--- config.mk ---
export PLATFORM = sky130hd
export DESIGN_NAME = alu_result_stage_flat
export DESIGN_NICKNAME = d
export VERILOG_FILES = /design/src/rtl/alu_result_if.sv /design/src/rtl/alu_result_stage.sv /design/src/flat_wrapper.sv
export SDC_FILE = /design/constraint.sdc
export NUM_CORES = 1
export LEC_CHECK = 0
export CORE_ASPECT_RATIO = 1.25
export CORE_MARGIN = 8
export CORE_UTILIZATION = 40
export DETAILED_ROUTE_END_ITERATION = 16
export GPL_TIMING_DRIVEN = 0
export PLACE_DENSITY = 0.77
export SYNTH_ARGS = -nofsm -noshare
export SYNTH_HDL_FRONTEND = slang
export SYNTH_SLANG_ARGS = --single-unit
--- constraint.sdc ---
create_clock -name clk -period 2.85 [get_ports clk]
set_input_delay 0.4275 -clock clk [delete_from_list [all_inputs] [get_ports clk]]
set_output_delay 0.4275 -clock clk [all_outputs]
set_load 0.1 [all_outputs]
--- src/rtl/alu_result_if.sv ---
// Handshake bundle between the adder/subtractor datapath, the result stage
// and its downstream consumer.
interface alu_result_if #(
    parameter int WIDTH = 4
);
    logic             in_valid;
    logic             in_ready;
    logic             in_op;
    logic [WIDTH-1:0] in_a;
    logic [WIDTH-1:0] in_b;
    logic [WIDTH-1:0] in_q;
    logic             in_cb;
    logic             out_valid;
    logic             out_ready;
    logic [WIDTH-1:0] out_q;
    logic             out_zero;
    logic             out_neg;
    logic             out_cb;
    logic             out_ovf;

    modport master (
        output in_valid, in_op, in_a, in_b, in_q, in_cb, out_ready,
        input  in_ready, out_valid, out_q, out_zero, out_neg, out_cb, out_ovf
    );

    modport slave (
        input  in_valid, in_op, in_a, in_b, in_q, in_cb, out_ready,
        output in_ready, out_valid, out_q, out_zero, out_neg, out_cb, out_ovf
    );
endinterface

--- src/rtl/alu_result_stage.sv ---
// Registered result stage: derives status flags from the raw adder/subtractor
// result and buffers them in a small FIFO, with a saturating overflow counter.
module alu_result_stage #(
    parameter int WIDTH = 4,
    parameter int DEPTH = 2
) (
    input  logic                     clk,
    input  logic                     rst_n,
    alu_result_if.slave              bus,
    output logic [7:0]               ovf_count,
    output logic [$clog2(DEPTH):0]   occupancy
);
    localparam int PTR_W = $clog2(DEPTH);
    localparam int OCC_W = PTR_W + 1;
    localparam int ENT_W = WIDTH + 4;
    localparam logic [OCC_W-1:0] DEPTH_C = OCC_W'(DEPTH);

    // Signed overflow depends only on operand and result sign bits.
    function automatic logic calc_ovf(input logic op, input logic a_s,
                                      input logic b_s, input logic q_s);
        logic same_sign;
        same_sign = (a_s == b_s);
        calc_ovf  = (op ? !same_sign : same_sign) && (q_s != a_s);
    endfunction

    logic [ENT_W-1:0] mem_q [DEPTH];
    logic [ENT_W-1:0] mem_d [DEPTH];
    logic [PTR_W-1:0] wr_ptr_q, wr_ptr_d;
    logic [PTR_W-1:0] rd_ptr_q, rd_ptr_d;
    logic [OCC_W-1:0] occ_q, occ_d;
    logic [7:0]       cnt_q, cnt_d;
    logic             push_s;
    logic             pop_s;
    logic             ovf_s;
    logic [ENT_W-1:0] entry_s;
    logic [ENT_W-1:0] head_s;

    // Next-state decode for FIFO pointers, storage and the overflow counter.
    always_comb begin
        ovf_s   = calc_ovf(bus.in_op, bus.in_a[WIDTH-1], bus.in_b[WIDTH-1],
                           bus.in_q[WIDTH-1]);
        entry_s = {bus.in_q, (bus.in_q == '0), bus.in_q[WIDTH-1], bus.in_cb, ovf_s};
        // rst_n gating keeps the stage closed during the reset cycle itself.
        bus.in_ready  = rst_n && (occ_q < DEPTH_C);
        bus.out_valid = (occ_q != '0);
        push_s = bus.in_valid && bus.in_ready;
        pop_s  = bus.out_valid && bus.out_ready;

        mem_d    = mem_q;
        wr_ptr_d = wr_ptr_q;
        rd_ptr_d = rd_ptr_q;
        if (push_s) begin
            mem_d[wr_ptr_q] = entry_s;
            wr_ptr_d        = wr_ptr_q + {{(PTR_W-1){1'b0}}, 1'b1};
        end else begin
            wr_ptr_d = wr_ptr_q;
        end
        if (pop_s) begin
            rd_ptr_d = rd_ptr_q + {{(PTR_W-1){1'b0}}, 1'b1};
        end else begin
            rd_ptr_d = rd_ptr_q;
        end

        case ({push_s, pop_s})
            2'b10:   occ_d = occ_q + {{(OCC_W-1){1'b0}}, 1'b1};
            2'b01:   occ_d = occ_q - {{(OCC_W-1){1'b0}}, 1'b1};
            default: occ_d = occ_q;
        endcase

        if (push_s && ovf_s && (cnt_q != 8'd255)) begin
            cnt_d = cnt_q + 8'd1;
        end else begin
            cnt_d = cnt_q;
        end
    end

    // State registers with synchronous active-low reset.
    always_ff @(posedge clk) begin
        if (!rst_n) begin
            for (int i = 0; i < DEPTH; i++) begin
                mem_q[i] <= '0;
            end
            wr_ptr_q <= '0;
            rd_ptr_q <= '0;
            occ_q    <= '0;
            cnt_q    <= 8'd0;
        end else begin
            mem_q    <= mem_d;
            wr_ptr_q <= wr_ptr_d;
            rd_ptr_q <= rd_ptr_d;
            occ_q    <= occ_d;
            cnt_q    <= cnt_d;
        end
    end

    // Head entry presentation, forced to zero while the FIFO is empty.
    always_comb begin
        if (occ_q != '0) begin
            head_s = mem_q[rd_ptr_q];
        end else begin
            head_s = '0;
        end
        {bus.out_q, bus.out_zero, bus.out_neg, bus.out_cb, bus.out_ovf} = head_s;
        ovf_count = cnt_q;
        occupancy = occ_q;
    end
endmodule

--- src/flat_wrapper.sv ---
// flat-port wrapper written by rule: the top's interface ports become plain ports
module alu_result_stage_flat 
#(
    parameter int WIDTH = 4,
    parameter int DEPTH = 2
)
  (clk, rst_n, ovf_count, occupancy, bus_in_valid, bus_in_op, bus_in_a, bus_in_b, bus_in_q, bus_in_cb, bus_out_ready, bus_in_ready, bus_out_valid, bus_out_q, bus_out_zero, bus_out_neg, bus_out_cb, bus_out_ovf);
  alu_result_if #(.WIDTH(WIDTH)) bus_i ();
  input  logic clk;
  input  logic rst_n;
  output logic [7:0] ovf_count;
  output logic [$clog2(DEPTH):0] occupancy;
  input wire logic [$bits(bus_i.in_valid)-1:0] bus_in_valid;
  input wire logic [$bits(bus_i.in_op)-1:0] bus_in_op;
  input wire logic [$bits(bus_i.in_a)-1:0] bus_in_a;
  input wire logic [$bits(bus_i.in_b)-1:0] bus_in_b;
  input wire logic [$bits(bus_i.in_q)-1:0] bus_in_q;
  input wire logic [$bits(bus_i.in_cb)-1:0] bus_in_cb;
  input wire logic [$bits(bus_i.out_ready)-1:0] bus_out_ready;
  output wire logic [$bits(bus_i.in_ready)-1:0] bus_in_ready;
  output wire logic [$bits(bus_i.out_valid)-1:0] bus_out_valid;
  output wire logic [$bits(bus_i.out_q)-1:0] bus_out_q;
  output wire logic [$bits(bus_i.out_zero)-1:0] bus_out_zero;
  output wire logic [$bits(bus_i.out_neg)-1:0] bus_out_neg;
  output wire logic [$bits(bus_i.out_cb)-1:0] bus_out_cb;
  output wire logic [$bits(bus_i.out_ovf)-1:0] bus_out_ovf;
  assign bus_i.in_valid = bus_in_valid;
  assign bus_i.in_op = bus_in_op;
  assign bus_i.in_a = bus_in_a;
  assign bus_i.in_b = bus_in_b;
  assign bus_i.in_q = bus_in_q;
  assign bus_i.in_cb = bus_in_cb;
  assign bus_i.out_ready = bus_out_ready;
  assign bus_in_ready = bus_i.in_ready;
  assign bus_out_valid = bus_i.out_valid;
  assign bus_out_q = bus_i.out_q;
  assign bus_out_zero = bus_i.out_zero;
  assign bus_out_neg = bus_i.out_neg;
  assign bus_out_cb = bus_i.out_cb;
  assign bus_out_ovf = bus_i.out_ovf;
  alu_result_stage #(.WIDTH(WIDTH), .DEPTH(DEPTH)) u_core (.clk(clk), .rst_n(rst_n), .bus(bus_i), .ovf_count(ovf_count), .occupancy(occupancy));
endmodule
Word level (Yosys, flattened, before mapping)
Cells that the tools add are included.

Flip-flop bits (word level): 28. Input bits: 18.

$add $sub $neg: 5. $lt $le $gt $ge: 4. Eq/ne operators: 5. Mux-type cells: 9. Bitwise operators: 2. Reduce and logical (&&, ||, !) cells: 11.

Operators with widths (count): $mux W8 (5); $bwmux W16 (1); $add A8 B1 Y8 const B (1); $demux W8 S1 (1); $ne A8 B8 Y1 const B (1); $logic_and A1 B1 Y1 (7); $ge A2 B2 Y1 const B (2); $logic_not A4 Y1 (1); $not A1 Y2 (2); $pmux W2 S2 (1); $reduce_bool A2 Y1 (2); $add A1 B1 Y1 const B (2); $add A2 B1 Y2 const B (1); $eq A2 B1 Y1 const B (1); $eq A2 B2 Y1 const B (1); $lt A2 B1 Y1 const B (1); $lt A2 B2 Y1 const B (1); $sub A2 B1 Y2 const B (1); $eq A1 B1 Y1 (1); $logic_not A1 Y1 (1); $mux W1 (1); $ne A1 B1 Y1 (1).

Depth between registers and ports, before layout
Word-level depth: 6. Depth in mapped cells: 8. Mapped depth without buffers: 6.

Worst setup path after synthesis
OpenSTA, ideal clock, no wires.

Path type: reg-to-output. Start point: register u_core.occ_q[1] (netlist: u_core.occupancy[1]). End point: output port bus_out_q[3]. Arrival: 3.148 ns. Required time: 2.423 ns. Slack: -0.725 ns. Cell stages (with the launch flop): 4. Path buffers: 1. Cell sequence: dfxtp_1 > nor2_1 > nor2_1 > buf_4.

Word-level cells in the longest chain between the ends: 2.

RTL lines: from (decl) (RTL line alu_result_stage.sv:30) `logic [OCC_W-1:0] occ_q, occ_d;`; from (signal assigned) (RTL line alu_result_stage.sv:85) `occ_q <= '0;`; from (signal assigned) (RTL line alu_result_stage.sv:91) `occ_q <= occ_d;`; $reduce_bool A2 Y1 (RTL line alu_result_stage.sv:98) `if (occ_q != '0) begin`; $mux W8 (RTL line alu_result_stage.sv:98); to (decl) (RTL line flat_wrapper.sv:22) `output wire logic [$bits(bus_i.out_q)-1:0] bus_out_q;`.

No other way between the ends.

Final worst setup path
Start point: register u_core.rd_ptr_q. End point: output port bus_out_q[0].

Word-level cells in the longest chain between the ends: 5.

RTL lines: from (decl) (RTL line alu_result_stage.sv:29) `logic [PTR_W-1:0] rd_ptr_q, rd_ptr_d;`; from (signal assigned) (RTL line alu_result_stage.sv:90) `rd_ptr_q <= rd_ptr_d;`; $not A1 Y2 (not written as such) (RTL line alu_result_stage.sv:99) `head_s = mem_q[rd_ptr_q];`; $mux W8 (not written as such) (3 in a row) (RTL line alu_result_stage.sv:99); $mux W8 (RTL line alu_result_stage.sv:98).

No other way between the ends. The select of a mux whose other input is x is not followed.

==> flow_metrics.env <==
export IMPL_outcome="completed"
export IMPL_power_density_cell_area_nw_per_um2=739.1
export IMPL_sequential_cell_fraction_of_total_power_pct=34.5
export IMPL_io_pins=38
export IMPL_unrepaired_setup_endpoints_after_global_routing="false"
export IMPL_p_switching_mw=0.5415
export IMPL_nFillCells=291
export IMPL_synthArstFlopShare_pct=0
export IMPL_globalRoute_totalOverflow=0
export IMPL_dp_hpwl_um=2405
export IMPL_netlist_area_um2=1257
export IMPL_internal_power_mw=0.6765
export IMPL_vias_post_dr=1189
export IMPL_worst_hold_path_endpoint="u_core.mem_q[6]"
export IMPL_placed_cells_incl_taps=219
export IMPL_path_class="register to output pin"
export IMPL_hold_path_class="primary input to register"
export IMPL_remaining_drc_errors=0
export IMPL_layout_cells_most_common_list="sky130_fd_sc_hd__nand2_1, sky130_fd_sc_hd__dfxtp_1, sky130_fd_sc_hd__clkdlybuf4s50_1"
export IMPL_cp_data_required_time_ps=2420
export IMPL_antenna_violating_nets_post_route=0
export IMPL_die_h_um=78.69
export IMPL_post_drt_via_cell_ratio=5.332
export IMPL_area_grow_syn2layout_pct=31.04
export IMPL_io_buffer_count=30
export IMPL_synthDistinctLibCells=34
export IMPL_clock_skew_ps=6.859
export IMPL_globalRouteTotalUtil_pct=12.64
export IMPL_fin_nets=208
export IMPL_coreArea_um2=2973
export IMPL_synth_seq_cells=26
export IMPL_tritoncts="yes"
export IMPL_crit_fanout=8
export IMPL_power_frac_clock_pct=21.5
export IMPL_clk_latency_ps=330
export IMPL_grt_pass1_vias=1240
export IMPL_critPathLaunchType="register"
export IMPL_initial_util_pct=42.30
export IMPL_vdd_ir_drop_worst_uv=705.3
export IMPL_hp_start="rst_n"
export IMPL_r2r_slack_ps=840
export IMPL_holdPathStages=3
export IMPL_htree_levels=1
export IMPL_area_taken_by_multi_input_logic_gates_um2=669.4
export IMPL_final_cell_count_no_fill=223
export IMPL_final_hold_viol_count=0
export IMPL_die_area_um2=5205
export IMPL_initial_antenna_violation_count=0
export IMPL_clock_tree_root_cell="sky130_fd_sc_hd__clkbuf_4"
export IMPL_tritoncts_num_buffers=3
export IMPL_cap_violations=0
export IMPL_timing_final_crit_share_pct=95.09
export IMPL_p_comb_share_pct=44.0
export IMPL_post_synth_inst_count=153
export IMPL_number_of_antenna_repair_diodes=0
export IMPL_worstSetupEndpointType="output pin"
export IMPL_synth_xor_xnor_area_share_pct=2.786
export IMPL_final_seq_area_um2=520.5
export IMPL_yosys_most_used_dff="sky130_fd_sc_hd__dfxtp_1"
export IMPL_cts_num_sinks=26
export IMPL_cts_hold_fix_buffers=0
export IMPL_synth_mux_area_fraction_pct=9.652
export IMPL_maxClockFrequency_mhz=369.0
export IMPL_finalWeightedCongestion=0.8240
export IMPL_worstRegToRegCells=5
export IMPL_worst_slew_pin_slew_ps=989.0
export IMPL_register_area_share_after_synthesis_pct=41.39
export IMPL_mappedNetlistNets=173
export IMPL_synth_compound_gate_area_share_pct=16.02
export IMPL_synth_adder_area_share_pct=1.990
export IMPL_crit_arrival_ps=2280
export IMPL_post_synth_cell_area_avg_um2=8.219
export IMPL_rows=22
export IMPL_yosysWarningCount=0
export IMPL_worstReg2RegEnd="u_core.occupancy[1]"
export IMPL_routed_wire_length_per_instance_um=14.30
export IMPL_synth_top_family_by_area="simple AND/OR/NAND/NOR gates"
export IMPL_simple_gate_portion_of_the_synthesized_area_pct=22.59
export IMPL_slew_viol_final=0
export IMPL_grt_pass1_wl_um=5299
export IMPL_fraction_of_layout_cells_with_a_size_suffix_above_1_pct=6.417
export IMPL_static_leakage_power_nw=0.6387
export IMPL_layout_core_utilization_pct=55.43
export IMPL_drtIter0Drc=33
export IMPL_path_clk_slew_ps=150
export IMPL_maxSlewHeadroom_pct=33.86
export IMPL_setup_violations=0
export IMPL_overall_routed_net_length_um=3188
export IMPL_cts_buffer_depth=2
export IMPL_synth_enable_flop_cells=0
export IMPL_switching_share_pct=44.45
export IMPL_layout_cells_most_common="sky130_fd_sc_hd__nand2_1"
export IMPL_startpoint_of_the_worst_register_to_register_path="u_core.occupancy[1]"
export IMPL_dr_pass1_iters=4
export IMPL_period_minus_slack_ps=2710
export IMPL_die_x_um=66.15
export IMPL_grt_max_degree=16
## synthesized netlist by cell type (all sizes together), types with 2 or more instances
cell    count  share of area, %
nand2      34                10
dfxtp      26                41
nor2       12               3.6
a21oi      11               4.4
mux2i      11               8.8
o21ai       9               3.6
inv         7               2.3
clkbuf      4               1.2
buf         3               2.1
nand2b      3               1.5
nor4        3               1.5
xor2        3               2.1
and2        2              0.99
and4        2               1.4
ha          2               2.0
nand3       2              0.80
nor2b       2              0.99
o21a        2               1.2
or3         2              0.99
## kinds of logic after synthesis
family                     Yosys count
xor gates and xnor gates             4
AOI/OAI and AO/OA                   32
buffers and inverters               14
adders and majority gates            2
and+or+nand+nor                     63
DFF                                 26
muxes                               12
## metrics by stage
step	hold WS, ps	total power, mW	setup TNS [ps]	worst slack (ps)	instance area (um^2)
floorplan	435.6	0.8433	-1551	-222.2	1260
global placement	445.2	0.9642	0	105.1	1605
detailed placement	448.4	0.9747	0	119.9	1605
CTS	382.6	1.227	0	16.11	1648
global route	407.8	1.266	0	10.70	1648
finish	389.7	1.218	0	140.0	1648
## registers in the layout, indices dropped and copies added, names as in the netlist
register / count
u_core.mem_q: 14
u_core.occupancy: 2
u_core.ovf_count: 8
u_core.rd_ptr_q: 1
u_core.wr_ptr_q: 1
## critical path: stages (launching register included)
cell and delay (ps):
sky130_fd_sc_hd__dfxtp_1 330, sky130_fd_sc_hd__clkbuf_1 460, sky130_fd_sc_hd__mux2i_1 170, sky130_fd_sc_hd__nor2_1 120, sky130_fd_sc_hd__dlygate4sd2_1 870
## how the worst max path moves through the flow
| stage | startpoint | endpoint | slack [ps] |
|---|---|---|---|
| after floorplan | u_core.occupancy[1] | bus_out_cb | -220 |
| after global placement | u_core.rd_ptr_q | bus_out_q[3] | 110 |
| after detailed placement | u_core.rd_ptr_q | bus_out_q[3] | 120 |
| after CTS | u_core.rd_ptr_q | bus_out_q[3] | 20 |
| after global routing | u_core.rd_ptr_q | bus_out_neg | 10 |
| final | u_core.rd_ptr_q | bus_out_q[0] | 140 |
## timing repair
action / CTS / global route
endpoints found under the setup margin: 8 / 3
buffers inserted: 0 / 0
resized for setup: 8 / 4
## layout make-up
type                            count  area share [%]
Sequential cell                    26           31.59
Clock buffer                        3           1.367
Tap cell                           36           2.733
Multi-Input combinational cell    113           40.62
Inverter                            7           1.746
Clock inverter                      1           1.822
Timing Repair Buffer               30           17.62
Buffer                              7           2.506
## metal layers
metal  vias up  share of wire (%)  track usage [%]
met4         0                1.9            7.066
met1       552                 44            12.71
li1        595                  -                -
met2        36                 48            22.07
met3         6                7.0            4.119
met5         -                  0                0
## power by group through the flow
stage                     Combinational, mW  Sequential (mW)  Clock, mW
after floorplan                       0.324            0.520          0
after global placement                0.538            0.426          0
after detailed placement              0.546            0.429          0
after CTS                             0.541            0.420      0.265
after global routing                  0.567            0.425      0.275
final                                 0.536            0.420      0.261
No activity file was read; power rests on OpenSTA's default activity.
